$ cat src/rtl/fetch_stage.sv
`default_nettype none
// ============================================================================
//  Module   : fetch_stage
//  Purpose  : Instruction fetch stage. Owns the program counter, issues word
//             reads to a 1-cycle-latency synchronous instruction memory,
//             buffers returned words in a small prefetch queue and presents
//             them to decode over a valid/ready handshake. Handles branch
//             redirects and the halt word.
//  Revision : 1.0  initial release
// ----------------------------------------------------------------------------
//  Ports
//    clock        in   1   rising-edge clock
//    reset_n      in   1   synchronous active-low reset
//    imem_req     out  1   read request this cycle
//    imem_addr    out  16  read address (= pc)
//    imem_rdata   in   16  read data, valid 1 cycle after imem_req
//    redirect     in   1   load new PC, flush queue and in-flight read
//    redirect_pc  in   16  redirect target (bit 0 ignored)
//    ir_valid     out  1   queue head valid
//    ir_ready     in   1   decode accepts head this cycle
//    ir           out  16  head instruction word
//    ir_pc        out  16  address of head instruction
//    pc           out  16  next fetch address
//    halted       out  1   halt word seen and queue drained
// ============================================================================
module fetch_stage #(
  parameter int unsigned DEPTH     = 2,
  parameter logic [15:0] RESET_PC  = 16'h0000,
  parameter logic [15:0] HALT_WORD = 16'hFFFF
) (
  input  logic        clock,
  input  logic        reset_n,
  output logic        imem_req,
  output logic [15:0] imem_addr,
  input  logic [15:0] imem_rdata,
  input  logic        redirect,
  input  logic [15:0] redirect_pc,
  output logic        ir_valid,
  input  logic        ir_ready,
  output logic [15:0] ir,
  output logic [15:0] ir_pc,
  output logic [15:0] pc,
  output logic        halted
);

  localparam int PTR_W = (DEPTH > 1) ? $clog2(DEPTH) : 1;
  localparam int CNT_W = $clog2(DEPTH + 1);
  localparam int OCC_W = CNT_W + 1;

  typedef enum logic [1:0] {
    ST_RUN       = 2'd0,
    ST_HALT_PEND = 2'd1,
    ST_HALTED    = 2'd2
  } state_t;

  state_t             state_q, state_d;
  logic [15:0]        pc_q, pc_d;
  logic [15:0]        req_pc_q, req_pc_d;
  logic               inflight_q, inflight_d;
  logic               halted_q, halted_d;
  logic [PTR_W-1:0]   head_q, head_d;
  logic [PTR_W-1:0]   tail_q, tail_d;
  logic [CNT_W-1:0]   count_q, count_d;
  logic [15:0]        word_q [DEPTH];
  logic [15:0]        word_d [DEPTH];
  logic [15:0]        addr_q [DEPTH];
  logic [15:0]        addr_d [DEPTH];

  logic               head_valid;
  logic               pop;
  logic               push;
  logic               issue;
  logic [OCC_W-1:0]   occ;

  assign head_valid = (count_q != '0);

  always_comb begin
    pop   = head_valid & ir_ready;
    // Slots that will be committed after this cycle; the issue rule keeps
    // count + inflight <= DEPTH so the queue can never overflow.
    occ   = OCC_W'(count_q) + OCC_W'(inflight_q) - OCC_W'(pop);
    issue = reset_n & (state_q == ST_RUN) & ~redirect & (occ < OCC_W'(DEPTH));
    push  = inflight_q & ~redirect;

    state_d    = state_q;
    pc_d       = pc_q;
    req_pc_d   = req_pc_q;
    inflight_d = 1'b0;
    head_d     = head_q;
    tail_d     = tail_q;
    count_d    = count_q;
    word_d     = word_q;
    addr_d     = addr_q;

    if (redirect) begin
      // Redirect wins over everything: flush queue and drop the in-flight read.
      head_d  = '0;
      tail_d  = '0;
      count_d = '0;
      pc_d    = redirect_pc & 16'hFFFE;
      state_d = ST_RUN;
    end else begin
      if (issue) begin
        pc_d       = pc_q + 16'd2;
        inflight_d = 1'b1;
        req_pc_d   = pc_q;
      end
      if (push) begin
        word_d[tail_q] = imem_rdata;
        addr_d[tail_q] = req_pc_q;
        tail_d = (tail_q == PTR_W'(DEPTH - 1)) ? '0 : tail_q + 1'b1;
      end
      if (pop) begin
        head_d = (head_q == PTR_W'(DEPTH - 1)) ? '0 : head_q + 1'b1;
      end
      count_d = count_q + CNT_W'(push) - CNT_W'(pop);

      case (state_q)
        ST_RUN: begin
          // Halt word is still enqueued; any read issued alongside it is
          // squashed and pc is rewound to just past the halt word.
          if (push && (imem_rdata == HALT_WORD)) begin
            state_d    = ST_HALT_PEND;
            pc_d       = req_pc_q + 16'd2;
            inflight_d = 1'b0;
          end
        end
        ST_HALT_PEND: begin
          if (count_q == '0) state_d = ST_HALTED;
        end
        ST_HALTED: begin
        end
        default: state_d = ST_RUN;
      endcase
    end

    halted_d = (state_d == ST_HALTED);
  end

  always_ff @(posedge clock) begin
    if (!reset_n) begin
      state_q    <= ST_RUN;
      pc_q       <= RESET_PC;
      req_pc_q   <= '0;
      inflight_q <= 1'b0;
      halted_q   <= 1'b0;
      head_q     <= '0;
      tail_q     <= '0;
      count_q    <= '0;
      for (int i = 0; i < int'(DEPTH); i++) begin
        word_q[i] <= '0;
        addr_q[i] <= '0;
      end
    end else begin
      state_q    <= state_d;
      pc_q       <= pc_d;
      req_pc_q   <= req_pc_d;
      inflight_q <= inflight_d;
      halted_q   <= halted_d;
      head_q     <= head_d;
      tail_q     <= tail_d;
      count_q    <= count_d;
      word_q     <= word_d;
      addr_q     <= addr_d;
    end
  end

  assign imem_req  = issue;
  assign imem_addr = pc_q;
  assign ir_valid  = head_valid;
  assign ir        = head_valid ? word_q[head_q] : 16'h0000;
  assign ir_pc     = head_valid ? addr_q[head_q] : 16'h0000;
  assign pc        = pc_q;
  assign halted    = halted_q;

endmodule
`default_nettype wire

$ cat config.mk
export PLATFORM = sky130hd
export DESIGN_NAME = fetch_stage
export DESIGN_NICKNAME = d
export VERILOG_FILES = /design/src/rtl/fetch_stage.sv
export SDC_FILE = /design/constraint.sdc
export NUM_CORES = 1
export LEC_CHECK = 0
export CAP_MARGIN = 0
export CORE_ASPECT_RATIO = 0.6
export CORE_MARGIN = 2
export CORE_UTILIZATION = 50
export DETAILED_ROUTE_END_ITERATION = 10
export PLACE_DENSITY_LB_ADDON = 0.1
export SETUP_SLACK_MARGIN = 0.02
export SYNTH_ARGS = -nofsm -noshare
export SYNTH_HDL_FRONTEND = slang
export SYNTH_SLANG_ARGS = --single-unit
$ cat constraint.sdc
create_clock -name clock -period 2.8 [get_ports clock]
set_input_delay 0.28 -clock clock [delete_from_list [all_inputs] [get_ports clock]]
set_output_delay 0.28 -clock clock [all_outputs]
set_load 0.02 [all_outputs]
After elaboration in Yosys (flattened, before gate mapping)

Index checks and enable logic that the tools add are counted.

Output and inout bits: 67
Logic and storage cells: 71
Register bits: 104

Equality and inequality tests: 4
Magnitude comparators: 4
Reductions and logical operators: 8
Bitwise logic cells: 9
Add/subtract/negate cells: 8
Muxes and demuxes: 25

Operators by type and width:

| kind                                                     | number |
|---|---|
| 2-to-1 mux 16 bit                                        | 13 |
| bitwise mux 32 bit                                       | 2 |
| adder 16 x 2 -> 16 bit, second input constant            | 2 |
| demux 16 bit (select 1 bit)                              | 1 |
| == test 16 bit, second input constant                    | 1 |
| 2-to-1 mux 2 bit                                         | 3 |
| one-hot mux 2 bit (3 select lines)                       | 1 |
| AND 1 bit                                                | 5 |
| 2-to-1 mux 1 bit                                         | 5 |
| == test 2 bit, second input constant                     | 2 |
| greater-or-equal comparator 2 bit, second input constant | 2 |
| zero test 2 bit                                          | 2 |
| inverter 1 -> 2 bit                                      | 2 |
| AND reduction 2 bit                                      | 2 |
| adder 2 x 1 -> 3 bit                                     | 1 |
| < comparator 3 x 2 -> 1 bit, second input constant       | 1 |
| subtractor 3 x 1 -> 3 bit                                | 1 |
| adder 1 bit, second input constant                       | 2 |
| adder 2 x 1 -> 2 bit                                     | 1 |
| == test 2 x 1 -> 1 bit, second input constant            | 1 |
| logical AND 1 bit                                        | 2 |
| < comparator 2 x 1 -> 1 bit, second input constant       | 1 |
| inverter 1 bit                                           | 2 |
| nonzero test 2 bit                                       | 1 |
| 2 further kinds                                          | 2 |

Logic depth before layout (Yosys ltp)

Gate-level depths: netlist of the first run.

Word-level depth: 9
Mapped depth: 11
Depth with buffers taken out: 10

Worst setup path after synthesis of the first run

No wires, ideal clock.

Path type: register -> register
Start: register count_q[1]
End: register pc_q[15], in the netlist imem_addr[15]
Required time: 2678 ps
Setup time: 122 ps
Arrival: 2316 ps
Cell stages (with the launch flop): 10
Path slack: 362 ps
Cells stage by stage: dfxtp_1 > nand2_1 > nor2_1 > o21ai_0 > fa_1 > and3b_1 > nand4_4 > nor4_2 > xor2_1 > o311a_1

Longest elaborated chain between the ends: 9
Elaborated cells on any way between the ends: 10
Those cells by class: 2 x add/sub; 1 x order compare; 4 x mux; 2 x bitwise; 1 x reduce/logical

RTL lines:

| item                                                         | RTL line | source |
|---|---|---|
| from (decl)                                                  | 63       | `logic [CNT_W-1:0] count_q, count_d;` |
| from (signal assigned)                                       | 162      | `count_q <= count_d;` |
| branches (longest 2 deep; another with adder 2 x 1 -> 3 bit) | -        |  |
| subtractor 3 x 1 -> 3 bit (*)                                | 81       | `occ = OCC_W'(count_q) + OCC_W'(inflight_q) - OCC_W'(pop);` |
| < comparator 3 x 2 -> 1 bit (*)                              | 82       | `issue = reset_n & (state_q == ST_RUN) & ~redirect & (occ < OCC_W'(DEPTH));` |
| AND 1 bit (*)                                                | 82       |  |
| 2-to-1 mux 16 bit (*)                                        | 103      | `if (issue) begin` |
| 2-to-1 mux 16 bit                                            | 122      | `if (push && (imem_rdata == HALT_WORD)) begin` |
| 2-to-1 mux 16 bit (*)                                        | 118      | `case (state_q)` |
| 2-to-1 mux 16 bit (*)                                        | 95       | `if (redirect) begin` |
| to (signal assigned)                                         | 156      | `pc_q <= pc_d;` |
| to (decl)                                                    | 57       | `logic [15:0] pc_q, pc_d;` |

Every way passes the cells marked *.
A chain may end at the register's enable or synchronous reset.

Final worst setup path of the first run

Start: input ir_ready
End: output imem_req

Longest elaborated chain between the ends: 4

RTL lines:

| item                        | RTL line | source |
|---|---|---|
| from (decl)                 | 39       | `input logic ir_ready,` |
| AND 1 bit                   | 78       | `pop = head_valid & ir_ready;` |
| subtractor 3 x 1 -> 3 bit   | 81       |  |
| < comparator 3 x 2 -> 1 bit | 82       |  |
| AND 1 bit                   | 82       |  |
| to (decl)                   | 33       | `output logic imem_req,` |

No other way between the ends.

==> results of run 1 <==
per-layer routing:
metal / global-route usage, % / up-vias / wire (um) / part of all wire (%)
li1: - / 2308 / - / -
met4: 4.69 / 0 / 108 / 0.78
met5: 0 / - / 0 / 0
met1: 39.3 / 2260 / 7050 / 51
met3: 5.46 / 11 / 738 / 5.3
met2: 35.5 / 123 / 5990 / 43
power by group through the flow:
stage,clock network (mW),registers (mW),logic (mW)
6_report,1.13,1.57,0.347
5_1_grt,1.21,1.57,0.374
4_1_cts,1.16,1.57,0.345
3_5_place_dp,0,1.60,0.344
3_3_place_gp,0,1.60,0.339
2_1_floorplan,0,1.59,0.190
registers in the layout (all words and copies together) (netlist names), 2 cells and up:
register,flops
addr_q,32
word_q,32
imem_addr,16
req_pc_q,16
count_q,2
state_q,2
cells in the mapped netlist, types with 2 or more instances:
cell type	number
clkbuf_1	29
or3_1	2
nor3_1	11
nor3_2	2
nor4_2	4
buf_4	18
a22o_1	3
nand4_1	6
buf_2	14
and2_1	4
nor4_1	3
o31ai_1	3
a21oi_1	12
nand2_1	180
a21boi_0	81
xnor2_1	16
nor2_1	45
nor2b_1	9
o21ai_0	5
o311a_1	7
inv_2	2
nand2b_1	3
xor2_1	11
inv_1	7
nand4_4	3
nand3_1	12
mux2i_1	33
dfxtp_1	104
ha_1	3
and3_1	3
kinds of logic after synthesis:
kind of cell             share of synthesized area [%]
AND/OR/NAND/NOR                                   25.5
AO/OA/AOI/OAI                                     16.5
flip-flops                                        39.2
buffers and inverters                             6.54
multiplexers                                      6.43
XOR/XNOR                                          4.76
adder cells (fa/ha/maj)                           1.08
worst paths after layout:
path                    from             to  slack [ns]
setup / recovery    ir_ready       imem_req        0.19
hold / removal    addr_q[22]     addr_q[22]        0.46
setup reg to reg  count_q[1]  imem_addr[13]        0.38
hold reg to reg   addr_q[22]     addr_q[22]        0.46
stage by stage:
step | setup WS, ns | setup TNS (ns) | total power, mW
floorplan | 0.362 | 0 | 1.78
global placement | -0.0748 | -0.100 | 1.94
detailed placement | -0.103 | -0.401 | 1.94
CTS | 0.169 | 0 | 3.07
global route | 0.00968 | 0 | 3.16
finish | 0.187 | 0 | 3.05
timing repair:
action,CTS,global route
endpoints found under the setup margin,1,2
gates resized for setup,1,2
endpoints found under the hold margin,0,0
layout make-up:
cell class,instances,area (um2)
Clock buffer,10,229
Clock inverter,5,35.0
Fill cell,915,3840
Inverter,9,33.8
Multi-Input combinational cell,481,2890
Sequential cell,104,2080
Tap cell,139,174
Timing Repair Buffer,120,1160
worst max-delay path: cells and delay by family:
family                     cells  cell delay, ns
buffers and inverters          3            0.95
adders and majority gates      1            0.49
and+or+nand+nor                4            0.48
AOI/OAI and AO/OA              1            0.13
==> qor.yml, run 1 <==
report.final.slew_viol_count: 0
num_antenna_cells: 0
fin_cells: 868
sw_frac_of_total_pct: 25.2
post_cts.repair.setup_buffers: 0
grt_pass1_vias: 4398
cts-htree-levels: 3
syn_nets: 695
num_rows: 29
start_util_pct: 50.9
comb_power_share_pct: 11.4
rsz0062_at_grt: "true"
ir_drop_v: 0.000287
drive_gt1_share_pct: 7.54
fmax_mhz: 383
overflow: 0
worstSetupStartpointType: "input port"
detail-route-antenna-nets: 0
grt_use_total_pct: 25.2
drtIter0Drc: 381
cts_buffers: 9
cts.path.max_buffers: 2
cts-hold-fix-buffers: 0
cp_slowest_stage_delay_ns: 0.49
seqPwrFrac_pct: 51.4
leakage_nw: 2.14
grt_max_degree: 91
wire_per_inst_um: 16.0
finClkSkew_ns: 0.00737
dieArea_mm2: 0.0115
final.period_utilization_pct: 93.3
final.min_clock_period_ns: 2.61
yosys_most_used_dff: "dfxtp_1"
status: "finished, final reports clean"
die_h_um: 83.9
cts.sinks: 104
max_cap_viol_count: 0
synth.area.top_cells: "dfxtp_1 39%, nand2_1 13%, a21boi_0 11%, mux2i_1 6.2%, nor2_1 3.2%"
pwr-share-clk_pct: 37.2
maxSlewHeadroom_pct: 48.1
netlist_area_mm2: 0.00532
synth_top_area_share_pct: 39.2
fp.dieW_um: 137
dp_hpwl_um: 9770
required_ns: 2.52
fin_nets: 765
cp_max_fo: 3
synthDistinctLibCells: 50
routed_via_density: 5.42
drcViolationCount: 0
dpl.cell_count: 853
antenna_found_initial: 0
cts_tree: "done"
avgSynthCellArea_um2: 8.11
synth_seq_area_share_pct: 39.2
whs_ns: 0.462
most-common-layout-cells: "180 x nand2_1, 103 x dfxtp_1, 99 x clkdlybuf4s50_1, 81 x a21boi_0, 43 x nor2_1"
synth_area_leader_cell: "dfxtp_1"
synth_edf_count: 0
critPathCaptureType: "output pin"
place_congestion: 0.874
worst_slew_pin_slew_ns: 0.779
setup_viol: 0
route.vias.total: 4702
crit_path_top_delay_cell: "fa_1"
utilization_pct: 63.3
intPower_mw: 2.28
hold_path.class: "flop to flop"
area_delta_synth_final_pct: 24.4
arrival_ns: 2.33
path_cells: "clkdlybuf4s50_1, nand2_1, nor2_1, o21ai_0, fa_1, and3b_1, nand3_1, inv_2, clkdlybuf4s15_1"
port-buffer-count: 101
r2r_cells: 10
syn-instance-count: 655
clk_latency_ns: 0.34
hold_viol: 0
ys_ff_latch: 104
switchingPower_uw: 769
clk_pin_slew_ns: 0.06
drt_first_pass_iters: 5
power_density_mw_per_mm2: 461
core_area_mm2: 0.0105
hold_depth: 2
synthArstFlopShare_pct: 0
drt-total-wl_um: 13900
layout_commonest_cell: "nand2_1"
path_class: "input port to output pin"
dpl-instance-area_mm2: 0.00634
yosys_warnings: 0
stdcell_area_mm2: 0.00661
grt_pass1_wl_um: 22800
cts_root_buf: "clkbuf_16"
io_pins: 103
No activity file was read; power rests on OpenSTA's default activity.
==> inputs of run 2 (changes only) <==
Settings changed: CORE_MARGIN 2 to 4, SETUP_SLACK_MARGIN 0.02 to 0.05.
==> run 2 against run 1 <==
Against the previous run: clock-buffer cell count rose by 1; die area increased by 7.8%; power grew 4.2%; sequential cell count stayed put; cell area is 0.38% higher; global-route usage down 1.9 points; clock power up 12%; clock skew is 0.0028 ns lower; worst setup slack gained 0.030 ns; first-iteration DRC count up 2.4%; register-to-register slack lost 0.07 ns; critical path type is now input port to flop; largest cell class unchanged; largest power group unchanged.
==> qor.yml, run 2 (synthesized netlist as in run 1, its figures left out) <==
hold_viol: 0
clk_latency_ns: 0.35
ff_latch_area_mm2: 0.00208
fill_cells: 865
die_h_um: 87.9
fmax_mhz: 387
fin_cells: 863
grt_use_total_pct: 23.4
dieArea_mm2: 0.0124
num_antenna_cells: 0
arrival_ns: 2.82
setup_viol: 0
num_rows: 28
seqPwrFrac_pct: 49.3
cts.path.max_buffers: 2
place_congestion: 0.896
layout_commonest_cell: "nand2_1"
finClkSkew_ns: 0.00458
intPower_mw: 2.40
required_ns: 3.03
cts-hold-fix-buffers: 0
cts-htree-levels: 3
port-buffer-count: 101
cts_buffers: 9
switchingPower_uw: 783
comb_power_share_pct: 10.9
wire_per_inst_um: 16.8
critPathCaptureType: "flop"
wl_met2_um: 6460
overflow: 0
grt_pass1_vias: 4592
final.period_utilization_pct: 92.2
area_delta_synth_final_pct: 24.8
cts_tree: "done"
dp_hpwl_um: 10100
drt-total-wl_um: 14500
rsz0062_at_grt: "true"
antenna_found_initial: 0
routed_via_density: 5.48
grt_pass1_wl_um: 23200
multi_input_area_mm2: 0.00290
pre_cts_slack_ns: -0.119
wl_met1_um: 6930
core_area_mm2: 0.0101
post_cts.repair.setup_buffers: 0
pwr-share-clk_pct: 39.8
cts_root_buf: "clkbuf_16"
top_regs: "addr_q x32, word_q x32"
hold_path.class: "flop to flop"
worst_slew_pin_slew_ns: 0.767
highest_layer: "met4"
drt_first_pass_iters: 5
final.min_clock_period_ns: 2.58
stdcell_area_mm2: 0.00664
utilization_pct: 65.5
dpl.cell_count: 847
detail-route-antenna-nets: 0
cts.sinks: 104
drive_gt1_share_pct: 7.69
leakage_nw: 2.15
dr_wl_met3_um: 982
grt_max_degree: 92
most-common-layout-cells: "180 x nand2_1, 103 x dfxtp_1, 99 x clkdlybuf4s50_1, 81 x a21boi_0, 43 x nor2_1"
max_cap_viol_count: 0
power_density_mw_per_mm2: 479
dpl-instance-area_mm2: 0.00633
setup_slack_ns: 0.217
ir_drop_v: 0.000306
report.final.slew_viol_count: 0
start_util_pct: 52.5
drtIter0Drc: 390
sw_frac_of_total_pct: 24.6
path_class: "input port to flop"
clk_pin_slew_ns: 0.07
cp_max_fo: 10
total_power_mw: 3.18
io_pins: 103
status: "finished, final reports clean"
fin_nets: 763
drcViolationCount: 0
fp.dieW_um: 141
worstSetupStartpointType: "input port"
maxSlewHeadroom_pct: 48.8
route.vias.total: 4730
run 2: area by class of cell:
| class | count | area share, % |
|---|---|---|
| multi-input cells | 481 | 43.7 |
| well taps | 135 | 2.55 |
| clock inverters | 5 | 0.849 |
| flip-flops and latches | 104 | 31.4 |
| clock buffers | 11 | 3.66 |
| repair buffers | 118 | 17.4 |
| inverters | 9 | 0.509 |
run 2: power groups by stage:
stage / combinational (mW) / sequential, mW / clock (mW)
2_1_floorplan: 0.190 / 1.59 / 0
3_3_place_gp: 0.339 / 1.60 / 0
3_5_place_dp: 0.344 / 1.60 / 0
4_1_cts: 0.345 / 1.56 / 1.28
5_1_grt: 0.372 / 1.57 / 1.35
6_report: 0.346 / 1.57 / 1.27
run 2: final timing paths:
path / start / endpoint / slack [ns] / depth (start not counted)
hold reg to reg: word_q[19] / word_q[19] / 0.46 / 2
setup reg to reg: count_q[0] / imem_addr[13] / 0.31 / 9
hold / removal: word_q[19] / word_q[19] / 0.46 / 2
setup / recovery: ir_ready / imem_addr[13] / 0.22 / 11
run 2: critical path: stages:
cell and delay, ns:
clkdlybuf4s50_1 0.48, nand2_1 0.06, nor2_1 0.12, o21ai_0 0.14, fa_1 0.49, and3b_1 0.18
buf_4 0.14, nand4_4 0.19, nor3_1 0.34, xor2_1 0.11, o311a_1 0.29
run 2: metrics by stage:
step	hold WS (ns)	setup TNS, ns
global route	0.480	0
finish	0.463	0
global placement	0.451	-0.0818
detailed placement	0.459	-0.494
CTS	0.467	0
floorplan	0.388	0
run 2: per-layer routing:
metal / vias to the layer above / GRT usage, %
met5: - / 0
met4: 0 / 4.84
met3: 11 / 4.69
met2: 159 / 36.8
met1: 2251 / 33.5
li1: 2309 / -
run 2: repair_timing:
item | 4_1_cts | 5_1_grt
hold endpoints to repair | 0 | 0
endpoints found under the setup margin | 1 | 4
gates resized for setup | 1 | 4
